**src/rtl/stage_sequencer.sv**
```systemverilog
// Multi-cycle instruction stage sequencer with ready-handshake timeout.
// Optional stage skipping is selected by defining STAGE_SKIP_EN.
module stage_sequencer #(
  parameter int TIMEOUT = 15,
  parameter int CNT_W   = 16
) (
  input  logic             clock,
  input  logic             reset,
  input  logic [31:0]      instruction,
  input  logic             im_ready,
  input  logic             dm_ready,
  input  logic             halt,
  output logic             enable_fetch,
  output logic             enable_decode,
  output logic             enable_execute,
  output logic             enable_memaccess,
  output logic             enable_writeback,
  output logic [31:0]      present_instruction,
  output logic             do_dm_read,
  output logic             do_dm_write,
  output logic             do_reg_write,
  output logic             bus_error,
  output logic [CNT_W-1:0] retire_count
);

  localparam logic [5:0] OP_ADD   = 6'h00;
  localparam logic [5:0] OP_SUB   = 6'h01;
  localparam logic [5:0] OP_AND   = 6'h02;
  localparam logic [5:0] OP_OR    = 6'h03;
  localparam logic [5:0] OP_XOR   = 6'h04;
  localparam logic [5:0] OP_SRLI  = 6'h05;
  localparam logic [5:0] OP_SLLI  = 6'h06;
  localparam logic [5:0] OP_ROTRI = 6'h07;
  localparam logic [5:0] OP_ADDI  = 6'h08;
  localparam logic [5:0] OP_ORI   = 6'h09;
  localparam logic [5:0] OP_XORI  = 6'h0A;
  localparam logic [5:0] OP_MOVI  = 6'h0B;
  localparam logic [5:0] OP_LWI   = 6'h0C;
  localparam logic [5:0] OP_SWI   = 6'h0D;
  localparam logic [5:0] OP_TY_LS = 6'h0E;
  localparam logic [1:0] FN_LW    = 2'b00;
  localparam logic [1:0] FN_SW    = 2'b01;

  localparam logic [7:0] WAIT_MAX = 8'(TIMEOUT);

  typedef enum logic [2:0] {
    S_FETCH,
    S_DECODE,
    S_EXEC,
    S_MEM,
    S_WB,
    S_ERR
  } state_t;

  state_t     state;
  state_t     state_nxt;
  logic [7:0] wait_cnt;
  logic       mem_op;
  logic       rd_op;
  logic       wr_op;

  logic [5:0] op;
  logic [1:0] fn;
  logic       ls_lw;
  logic       ls_sw;
  logic       dec_mem;
  logic       dec_rd;
  logic       dec_wr;
  logic       wait_hit;
  logic       cnt_inc;
  logic       retire;
  state_t     after_exec;
  state_t     after_mem;

  // Opcode classification of the latched instruction
  always_comb begin
    op      = present_instruction[31:26];
    fn      = present_instruction[1:0];
    ls_lw   = (op == OP_TY_LS) && (fn == FN_LW);
    ls_sw   = (op == OP_TY_LS) && (fn == FN_SW);
    dec_mem = (op == OP_LWI) || (op == OP_SWI)
              || ls_lw || ls_sw;
    dec_rd  = (op == OP_LWI) || ls_lw;
    dec_wr  = ls_lw || (op inside {
      OP_ADD, OP_SUB, OP_AND, OP_OR, OP_XOR,
      OP_SRLI, OP_SLLI, OP_ROTRI, OP_ADDI,
      OP_ORI, OP_XORI, OP_MOVI, OP_LWI});
  end

  // Stage routing after EXEC and MEM
  always_comb begin
`ifdef STAGE_SKIP_EN
    after_exec = mem_op ? S_MEM
               : (wr_op ? S_WB : S_FETCH);
    after_mem  = wr_op ? S_WB : S_FETCH;
`else
    after_exec = S_MEM;
    after_mem  = S_WB;
`endif
  end

  // Next-state selection
  always_comb begin
    state_nxt = state;
    wait_hit  = (wait_cnt == WAIT_MAX);
    unique case (state)
      S_FETCH: begin
        if (!halt) begin
          if (im_ready)
            state_nxt = S_DECODE;
          else if (wait_hit)
            state_nxt = S_ERR;
        end
      end
      S_DECODE: state_nxt = S_EXEC;
      S_EXEC:   state_nxt = after_exec;
      S_MEM: begin
        if (!mem_op || dm_ready)
          state_nxt = after_mem;
        else if (wait_hit)
          state_nxt = S_ERR;
      end
      S_WB:     state_nxt = S_FETCH;
      S_ERR:    state_nxt = S_ERR;
      default:  state_nxt = S_ERR;
    endcase
  end

  // Moore stage enables and stage-qualified strobes
  always_comb begin
    enable_fetch     = 1'b0;
    enable_decode    = 1'b0;
    enable_execute   = 1'b0;
    enable_memaccess = 1'b0;
    enable_writeback = 1'b0;
    do_dm_read       = 1'b0;
    do_dm_write      = 1'b0;
    do_reg_write     = 1'b0;
    bus_error        = 1'b0;
    unique case (1'b1)
      state == S_FETCH:  enable_fetch = ~halt;
      state == S_DECODE: enable_decode = 1'b1;
      state == S_EXEC:   enable_execute = 1'b1;
      state == S_MEM: begin
        enable_memaccess = 1'b1;
        do_dm_read       = mem_op & rd_op;
        do_dm_write      = mem_op & ~rd_op;
      end
      state == S_WB: begin
        enable_writeback = 1'b1;
        do_reg_write     = wr_op;
      end
      state == S_ERR:    bus_error = 1'b1;
      default:           bus_error = 1'b1;
    endcase
  end

  // Wait counter and retire event conditions
  always_comb begin
    cnt_inc = ((state == S_FETCH) && !im_ready)
           || ((state == S_MEM) && mem_op
               && !dm_ready);
    retire  = (state_nxt == S_FETCH)
           && ((state == S_EXEC) || (state == S_MEM)
               || (state == S_WB));
  end

  // State register
  always_ff @(posedge clock or posedge reset) begin
    if (reset)
      state <= S_FETCH;
    else
      state <= state_nxt;
  end

  // Handshake wait counter
  always_ff @(posedge clock or posedge reset) begin
    if (reset)
      wait_cnt <= '0;
    else if (state_nxt != state)
      wait_cnt <= '0;
    else if ((state == S_FETCH) && halt)
      wait_cnt <= '0;
    else if (cnt_inc)
      wait_cnt <= wait_cnt + 8'd1;
  end

  // Instruction latch at fetch completion
  always_ff @(posedge clock or posedge reset) begin
    if (reset)
      present_instruction <= '0;
    else if ((state == S_FETCH) && !halt && im_ready)
      present_instruction <= instruction;
  end

  // Operation class registered in DECODE
  always_ff @(posedge clock or posedge reset) begin
    if (reset) begin
      mem_op <= 1'b0;
      rd_op  <= 1'b0;
      wr_op  <= 1'b0;
    end else if (state == S_DECODE) begin
      mem_op <= dec_mem;
      rd_op  <= dec_rd;
      wr_op  <= dec_wr;
    end
  end

  // Retired instruction counter
  always_ff @(posedge clock or posedge reset) begin
    if (reset)
      retire_count <= '0;
    else if (retire)
      retire_count <= retire_count + 1'b1;
  end

endmodule
```
**config.mk**
```make
export PLATFORM = sky130hd
export DESIGN_NAME = stage_sequencer
export DESIGN_NICKNAME = d
export VERILOG_FILES = /design/src/rtl/stage_sequencer.sv
export SDC_FILE = /design/constraint.sdc
export NUM_CORES = 1
export LEC_CHECK = 0
export ABC_AREA = 0
export CAP_MARGIN = 20
export CORE_MARGIN = 8
export CORE_UTILIZATION = 45
export DETAILED_ROUTE_END_ITERATION = 6
export GPL_TIMING_DRIVEN = 0
export PLACE_DENSITY = 0.83
export SKIP_LAST_GASP = 1
export SLEW_MARGIN = 20
export SYNTH_ARGS = -nofsm -noshare
export SYNTH_HDL_FRONTEND = slang
export SYNTH_SLANG_ARGS = --single-unit
```
**constraint.sdc**
```tcl
create_clock -name clock -period 2.5 [get_ports clock]
set_input_delay 0.5 -clock clock [delete_from_list [all_inputs] [get_ports clock]]
set_output_delay 0.5 -clock clock [all_outputs]
set_load 0.1 [all_outputs]
```
## Yosys cells after proc, flatten, opt, wreduce, memory -nomap -nowiden

Index checks and enable logic that the tools add are counted.

- Bits in registers: 62
- Input port bits: 37
- Output and inout port bits: 57
- Logic and storage cells: 80

- Add/sub/neg operators: 2
- Equality and inequality tests: 21
- Multiplexer cells: 17
- Bitwise gates (word level): 4
- Reductions and logical operators: 29

Operators with widths:

| operator | number |
|---|---|
| == test 6 x 4 -> 1 bit (second input constant) | 7 |
| == test 6 x 3 -> 1 bit (second input constant) | 4 |
| 2-to-1 mux 8 bit | 3 |
| adder 16 x 1 -> 16 bit (second input constant) | 1 |
| case mux 3 bit (5 select lines) | 1 |
| nonzero test 13 bit | 1 |
| == test 6 x 2 -> 1 bit (second input constant) | 2 |
| 2-to-1 mux 3 bit | 4 |
| logical AND 1 bit | 9 |
| logical OR 1 bit | 9 |
| 2-to-1 mux 1 bit | 9 |
| adder 8 x 1 -> 8 bit (second input constant) | 1 |
| == test 8 x 4 -> 1 bit (second input constant) | 1 |
| == test 3 x 2 -> 1 bit (second input constant) | 2 |
| == test 6 x 1 -> 1 bit (second input constant) | 1 |
| logical NOT 3 bit | 2 |
| logical NOT 6 bit | 1 |
| OR reduction 5 bit | 1 |
| logical NOT 1 bit | 4 |
| == test 3 x 1 -> 1 bit (second input constant) | 1 |
| == test 3 bit (second input constant) | 1 |
| != test 3 bit | 1 |
| nonzero test 3 bit | 1 |
| AND 1 bit | 2 |
| other kinds (3) | 4 |

## Depth between registers and ports, before layout

Gate-level depths: netlist (run 1).

- Depth in word-level cells: 7
- Gate-level depth with buffers: 7
- Depth with buffers taken out: 5

## Worst setup path before layout (run 1)

No wires, ideal clock.

- Path type: reg-to-output
- Start: reg state[0]
- End: out do_dm_write
- Data arrival time: 3.317 ns
- Required time: 2.000 ns
- Slack: -1.317 ns
- Cell stages (with the launch flop): 6
- Path buffers: 1
- Cells stage by stage: dfrtp_1 buf_4 nand2_2 nor2_1 nand2_1 nor2_1

- Word-level cells in the longest chain between the ends: 2

RTL lines:

| element | line | RTL |
|---|---|---|
| from (decl) | 55 | `state_t state;` |
| from (signal assigned) | 173 | `state <= state_nxt;` |
| == test 3 x 2 -> 1 bit | 144 | `state == S_MEM: begin` |
| 2-to-1 mux 1 bit | 140 | `unique case (1'b1)` |
| to (decl) | 20 | `output logic do_dm_write,` |

No other way between the ends.

## Worst setup path in the final report (run 1)

- Start: reg retire_count[7]
- End: out retire_count[7]

RTL lines:

| element | line | RTL |
|---|---|---|
| from (decl) | 23 | `output logic [CNT_W-1:0] retire_count` |
| from (signal assigned) | 214 | `retire_count <= retire_count + 1'b1;` |

No word-level cell between the ends.

==> flow_summary.yaml, run 1 <==
route:
  dr.pass1.iters: 4
  via_per_inst: 5.272
  drc_errors: 0
  wl_microns: 6699
  dr_wl_met3_microns: 645
  wl_met2_microns: 3240
  top_layer: "met4"
  num_vias: 2172
  met1_length_microns: 2661
  drt_iter0_drc: 47
  drt.antenna.violating_nets: 0
  wire_per_inst_microns: 16.26
critical_path:
  cp.buffers_inverters: 1
  worstSetupEndpointType: "output pin"
  worst-setup-path-type: "flip-flop to output pin"
  r2r_slack_ns: 0.56
  worstPathCellList: "clkdlybuf4s50_1"
  crit_path_start_kind: "flip-flop"
  r2r_cells: 7
  cp_slowest_stage_delay_ns: 1.18
  rr_startpoint: "state[2]"
  worstPathRequired_ns: 2.00
  cp.depth: 1
  critPathMaxFanout: 4
  worstReg2RegEnd: "present_instruction[12]"
  crit_family: "buffers and inverters"
  slowest_stage: "clkdlybuf4s50_1"
  cp.arrival_ns: 1.93
final_layout:
  num-fill-cells: 442
  drive_gt1_share_pct: 23.44
  diodes: 0
  syn2layout_area_growth_pct: 46.52
  nNetsFinal: 371
  final_util_pct: 68.49
synthesis:
  avgSynthCellArea_sq_um: 12.26
  yosysTopAreaCell: "dfrtp_1"
  async_flop_share_pct: 100.0
  yosys_register_bits: 62
  syn_nets: 266
  synth-edff-count: 0
  synth_area_leaders: "dfrtp_1 (56%), mux2_2 (13%), xnor2_1 (3.8%)"
  synth_ff_type: "dfrtp_1"
  yosysMostFrequentCell: "dfrtp_1"
  yosysSeqAreaShare_pct: 55.73
  yosys.area.top_type_share_pct: 55.73
  postSynthCellCount: 227
  netlist_top_cells_count: "dfrtp_1 (62), mux2_2 (33), nand2_1 (14)"
  ys_warn_count: 0
  netlist_area_sq_um: 2784
  ys_types: 46
floorplan:
  die_area_sq_um: 8960
  pin_count: 94
  fp-row-count: 28
  die_h_microns: 94.66
  initial_core_util_pct: 46.74
  die_x_microns: 94.66
  coreArea_sq_um: 5956
cts:
  cts_root_buf: "clkbuf_8"
  cts-hold-fix-buffers: 0
  post_cts_buffers: 0
  clkTransAtPathRegs_ns: 0.07
  clock-sinks: 62
  cts_buffer_depth: 2
  htree_num_levels: 3
  clk-insertion-delay-late_ns: 0.33
  cts_buffers: 9
  cts_tree: "yes"
grt:
  globalRoute.totalOverflow: 0
  grt_pass1_vias: 2324
  grt_max_degree: 41
  grt_pass1_wl_microns: 11410
  grtUsageTotal_pct: 16.22
  antenna_found_initial: 0
sta:
  max_slew_margin_pct: 32.87
  clock-skew-final_ns: 0.001682
  setup_viol: 0
  setup_slack_ns: 0.07187
  rsz0062_at_grt: "false"
  whs_ns: 0.4662
  tightestPinTransition_ns: 1.004
  fmax_ghz: 0.4118
  fin_tns_setup_ns: 0
  hold_viol: 0
  min_period_ns: 2.428
  period_share_pct: 97.13
  slew_viol_final: 0
placement:
  pre_cts_ws_ns: -0.4043
  portBuffers: 93
  dpl.hpwl_microns: 5068
  place.gp.congestion: 0.8329
power:
  p_leak_nw: 1.888
  finalPower_mw: 2.065
  power_density_nw_per_um2: 506.3
  vdd_ir_drop_max_uv: 346.8
job:
  maxCapViolCount: 0
status:
  status: "finished clean"
hold_path:
  hold_class: "primary input to async pin"
## cell type report
cell class	instances	area (sq um)	share of cell area (%)
Sequential cell	62	1551	38.04
Multi-Input combinational cell	152	1196	29.33
Timing Repair Buffer	94	942.2	23.10
Clock buffer	12	145.1	3.558
Tap cell	75	93.84	2.301
Clock inverter	4	70.07	1.718
Buffer	9	62.56	1.534
Inverter	4	17.52	0.4294
## sequential cells by signal, indices dropped and copies added (netlist names)
name / cells
wr_op: 1
mem_op: 1
retire_count: 16
state: 3
rd_op: 1
wait_cnt: 8
present_instruction: 32
## worst max-delay path by stage
stage	start	endpoint	slack [ns]
final	retire_count[7]	retire_count[7]	0.07
after global routing	retire_count[11]	retire_count[11]	0.01
after CTS	state[2]	enable_execute	-0.11
after detailed placement	halt	enable_fetch	-0.40
after global placement	reset	present_instruction[5]	-0.65
after floorplan	state[2]	bus_error	-0.05
## metal layers
layer  track usage, %  vias to the layer above
met2            25.32                       71
met3            7.063                       11
li1                 -                     1030
met4            8.583                        0
met1            18.49                     1060
met5                0                        -
## timing repair
item	CTS	global route
endpoints found under the setup margin	9	4
resized for setup	30	6
pin swaps	0	0
## stage by stage
step	cells	area, sq um
2_1_floorplan	227	2824
3_3_place_gp	395	3849
3_5_place_dp	396	3871
4_1_cts	412	4090
5_1_grt	412	4079
6_report	412	4079
## logic make-up after synthesis
| family | after synthesis | synth area share [%] |
|---|---|---|
| compound gates | 32 | 7.955 |
| xor+xnor | 15 | 4.719 |
| fa+ha+maj | 2 | 0.8987 |
| buf+inv | 13 | 2.606 |
| flops | 62 | 55.73 |
| mux | 33 | 13.35 |
| simple gates | 70 | 14.74 |
## power breakdown
| part | switching, mW | total (mW) | internal (mW) |
|---|---|---|---|
| Sequential | 0.00425 | 1.01 | 1.01 |
| Clock | 0.379 | 0.965 | 0.586 |
| Combinational | 0.0307 | 0.0887 | 0.0580 |
## cells in the final DEF, fill, tap and decap left out, drive strengths merged, types with 6 or more instances in the layout
cell,instances
buf,9
nand2,15
nand3,6
o31ai,6
clkbuf,17
dfrtp,62
xnor2,12
nand4,6
mux2,33
a21oi,8
and3,8
clkdlybuf4s50,83
nor2,12
(Power assumes the default switching activity.)
==> run 2: changes to the inputs <==
Settings changed: CAP_MARGIN 20 to default, TNS_END_PERCENT from default to 10.
==> flow_summary.yaml, run 2 (synthesis results as in run 1) <==
sta:
  fmax_ghz: 0.3688
  hold_viol: 0
  setup_slack_ns: -0.2118
  slew_viol_final: 0
  rsz0062_at_grt: "true"
  clock-skew-final_ns: 0.006459
  whs_ns: 0.4678
  max_slew_margin_pct: 31.91
  fin_tns_setup_ns: -0.6652
  period_share_pct: 108.5
  tightestPinTransition_ns: 1.018
  min_period_ns: 2.712
  setup_viol: 6
hold_path:
  hold_class: "flip-flop to flip-flop"
grt:
  grt_pass1_vias: 2324
  grt_max_degree: 39
  antenna_found_initial: 0
  grt_pass1_wl_microns: 11370
  grtUsageTotal_pct: 16.27
  globalRoute.totalOverflow: 0
route:
  drc_errors: 0
  dr.pass1.iters: 4
  via_per_inst: 5.421
  wire_per_inst_microns: 17.16
  drt_iter0_drc: 155
  wl_microns: 7051
  num_vias: 2228
  drt.antenna.violating_nets: 0
placement:
  post-place-cells: 396
  dpl.hpwl_microns: 5303
  pre_cts_ws_ns: -0.4998
  place.gp.congestion: 0.8812
  portBuffers: 93
  dpl_cell_area_sq_um: 3860
job:
  maxCapViolCount: 0
cts:
  cts_tree: "yes"
  clk-insertion-delay-late_ns: 0.33
  cts_buffer_depth: 2
  cts_buffers: 9
  clock-sinks: 62
  cts_root_buf: "clkbuf_8"
  htree_num_levels: 3
  clkTransAtPathRegs_ns: 0.07
final_layout:
  final_util_pct: 67.44
  diodes: 0
  layout_common_cells: "clkdlybuf4s50_1 (84), dfrtp_1 (62), mux2_2 (33)"
  top_regs: "present_instruction (32), retire_count (16), wait_cnt (8)"
  instances_no_fill: 411
  top_register: "present_instruction"
  drive_gt1_share_pct: 22.02
  largest_register_ffs: 32
  syn2layout_area_growth_pct: 44.27
  nNetsFinal: 371
  final_cell_area_sq_um: 4016
  layout_commonest_cell: "clkdlybuf4s50_1"
floorplan:
  die_x_microns: 94.66
  die_area_sq_um: 8960
  initial_core_util_pct: 46.74
  die_h_microns: 94.66
  fp-row-count: 28
  coreArea_sq_um: 5956
  pin_count: 94
critical_path:
  worstPathCellList: "buf_4 -> nor3b_4 -> dlygate4sd2_1"
  cp.arrival_ns: 2.21
  r2r_slack_ns: 0.45
  cp_slowest_stage_delay_ns: 0.92
  worst-setup-path-type: "flip-flop to output pin"
  critPathMaxFanout: 10
  slowest_stage: "dlygate4sd2_1"
  worstPathRequired_ns: 2.00
  cp.buffers_inverters: 2
  crit_path_start_kind: "flip-flop"
  worstSetupEndpointType: "output pin"
  crit_family: "buffers and inverters"
status:
  failed_checks: "setup timing"
  status: "finished with violations"
power:
  finalPower_mw: 1.854
  p_leak_nw: 1.834
  power_density_nw_per_um2: 461.5
  vdd_ir_drop_max_uv: 360.1
==> run 2: cell types whose count changed in the layout (fill, tap and decap cells not counted), sizes merged <==
| cell | change |
|---|---|
| dlygate4sd2 | +3 |
| buf | -2 |
| bufinv | -2 |
| clkinv | +2 |
| clkbuf | -1 |
| clkdlybuf4s15 | -1 |
| clkdlybuf4s50 | +1 |
| dlymetal6s2s | -1 |
==> run 2: cell type report <==
cell class	instances	area, sq um
fill	468	1939
buffer	9	57.56
clock buffer	11	141.4
multi-input combinational	152	1189
tap	75	93.84
sequential	62	1551
timing repair buffer	94	942.2
inverter	4	17.52
clock inverter	4	23.77
==> run 2: final timing paths <==
path / start / end / cells past startpoint
hold / removal: retire_count[15] / retire_count[15] / 1
hold reg to reg: retire_count[15] / retire_count[15] / 1
setup / recovery: state[0] / enable_writeback / 3
setup reg to reg: state[2] / present_instruction[5] / 7
min in group asynchronous: reset / retire_count[7] / 2
max in group asynchronous: reset / present_instruction[17] / 3
==> run 2: repair_timing <==
| item | 4_1_cts | 5_1_grt |
|---|---|---|
| buffers inserted | 0 | 0 |
| hold buffers | 0 | 0 |
| hold endpoints to repair | 0 | 0 |
| setup endpoints to repair | 9 | 10 |
| resized for setup | 18 | 3 |
==> run 2: where the power goes <==
| group | internal (mW) | switching, mW |
|---|---|---|
| Sequential | 1.01 | 0.00407 |
| Clock | 0.378 | 0.374 |
| Combinational | 0.0581 | 0.0325 |
| Total | 1.44 | 0.411 |
==> run 2: worst reg2reg max path: stages (launching register included) <==
cell	delay [ns]
dfrtp_1	0.37
clkbuf_1	0.39
nor2_1	0.12
nand2_1	0.13
inv_1	0.08
nand2_1	0.17
buf_2	0.30
mux2_2	0.38
==> run 2: metal layers <==
| layer | GRT usage, % | up-vias | wire [microns] |
|---|---|---|---|
| met5 | 0 | - | 0 |
| met4 | 7.672 | 0 | 174 |
| met3 | 7.302 | 18 | 632 |
| met2 | 26.94 | 76 | 3469 |
| met1 | 17.46 | 1105 | 2775 |
| li1 | - | 1029 | - |
==> run 3: changes to the inputs <==
Settings changed: GPL_ROUTABILITY_DRIVEN from default to 0, PLACE_DENSITY 0.83 to 0.82.
==> flow_summary.yaml, run 3 (synthesis results as in run 1) <==
status:
  status: "finished with violations"
  failed_checks: "setup timing"
cts:
  cts-hold-fix-buffers: 0
  post_cts_buffers: 0
  cts_root_buf: "clkbuf_8"
  cts_buffer_depth: 2
  cts_resized: 21
  htree_num_levels: 3
  clk-insertion-delay-late_ns: 0.34
  clkTransAtPathRegs_ns: 0.07
  cts_buffers: 9
  clock-sinks: 62
  cts_tree: "yes"
route:
  wire_per_inst_microns: 17.11
  drc_errors: 0
  dr.pass1.iters: 4
  wl_microns: 7048
  num_vias: 2171
  drt.antenna.violating_nets: 0
  drt_iter0_drc: 87
  via_per_inst: 5.269
sta:
  whs_ns: 0.4614
  rsz0062_at_grt: "true"
  tightestPinTransition_ns: 1.012
  max_slew_margin_pct: 32.33
  setup_slack_ns: -0.1719
  slew_viol_final: 0
  clock-skew-final_ns: 0.007460
  fmax_ghz: 0.3743
  hold_viol: 0
  period_share_pct: 106.9
  setup_viol: 6
  min_period_ns: 2.672
final_layout:
  top_register: "present_instruction"
  syn2layout_area_growth_pct: 46.34
  largest_register_ffs: 32
  layout_commonest_cell: "clkdlybuf4s50_1"
  final_cell_area_sq_um: 4074
  layout_common_cells: "clkdlybuf4s50_1 (84), dfrtp_1 (62), mux2_2 (33)"
  top_regs: "present_instruction (32), retire_count (16), wait_cnt (8)"
  diodes: 0
  drive_gt1_share_pct: 22.55
  nNetsFinal: 371
floorplan:
  die_h_microns: 94.66
  pin_count: 94
  initial_core_util_pct: 46.74
  fp-row-count: 28
  die_x_microns: 94.66
  coreArea_sq_um: 5956
  die_area_sq_um: 8960
grt:
  antenna_found_initial: 0
  grtUsageTotal_pct: 16.79
  grt_max_degree: 42
  grt_pass1_wl_microns: 11610
  grt_pass1_vias: 2334
  globalRoute.totalOverflow: 0
placement:
  dpl_cell_area_sq_um: 3860
  dpl.hpwl_microns: 5245
  portBuffers: 93
critical_path:
  r2r_cells: 7
  cp.arrival_ns: 2.17
  worstSetupEndpointType: "output pin"
  worstPathRequired_ns: 2.00
  critPathMaxFanout: 10
  crit_path_start_kind: "flip-flop"
  worst-setup-path-type: "flip-flop to output pin"
power:
  p_leak_nw: 1.845
  finalPower_mw: 2.019
  vdd_ir_drop_max_uv: 447.5
  power_density_nw_per_um2: 495.6
job:
  maxCapViolCount: 0
hold_path:
  hold_class: "primary input to async pin"
run 3: cell types whose count changed in the layout (fill, tap and decap cells not counted), sizes merged:
cell	change
bufinv	+1
clkdlybuf4s15	+3
dlygate4sd2	-2
clkinv	-3
clkbuf	+2
run 3: stage by stage:
stage	util (%)	TNS [ns]	instances	setup WS, ns
global route	68.40	-1.267	412	-0.2725
finish	68.40	-0.4254	412	-0.1719
global placement	64.43	-40.56	395	-0.6271
floorplan	-	-0.1368	227	-0.05822
CTS	68.42	-0.8659	412	-0.2238
detailed placement	64.81	-1.960	396	-0.4154
run 3: worst paths after layout:
kind / to / slack [ns] / startpoint
worst max-delay path: do_dm_read / -0.17 / state[2]
worst min-delay path: retire_count[9] / 0.46 / reset
worst max register to register: present_instruction[1] / 0.41 / state[2]
worst min register to register: retire_count[15] / 0.47 / retire_count[15]
max in group asynchronous: wait_cnt[4] / 1.55 / reset
min in group clock: retire_count[15] / 0.47 / retire_count[15]
run 3: final cells by class:
| type | instances | area, sq um |
|---|---|---|
| buffer | 9 | 58.81 |
| clock buffer | 14 | 172.7 |
| clock inverter | 2 | 38.79 |
| fill | 456 | 1882 |
| inverter | 4 | 17.52 |
| multi-input combinational | 152 | 1189 |
| sequential | 62 | 1551 |
| tap | 75 | 93.84 |
| timing repair buffer | 94 | 952.2 |
run 3: per-layer routing:
metal	part of all wire, %	vias up	track usage [%]
met2	48	85	26.88
li1	-	1027	-
met3	9.6	10	8.413
met5	0	-	0
met1	40	1049	18.27
met4	1.9	0	7.802
run 3: critical path: stages, from the launching register on:
cell             delay, ns
dfrtp_1               0.41
clkbuf_1              0.25
nor2_4                0.18
and3_1                0.16
clkdlybuf4s15_1       0.84
run 3: report_power, final:
part	internal, mW	switching (mW)	total [mW]
logic	0.0581	0.0312	0.0894
clock network	0.545	0.373	0.918
registers	1.01	0.00425	1.01
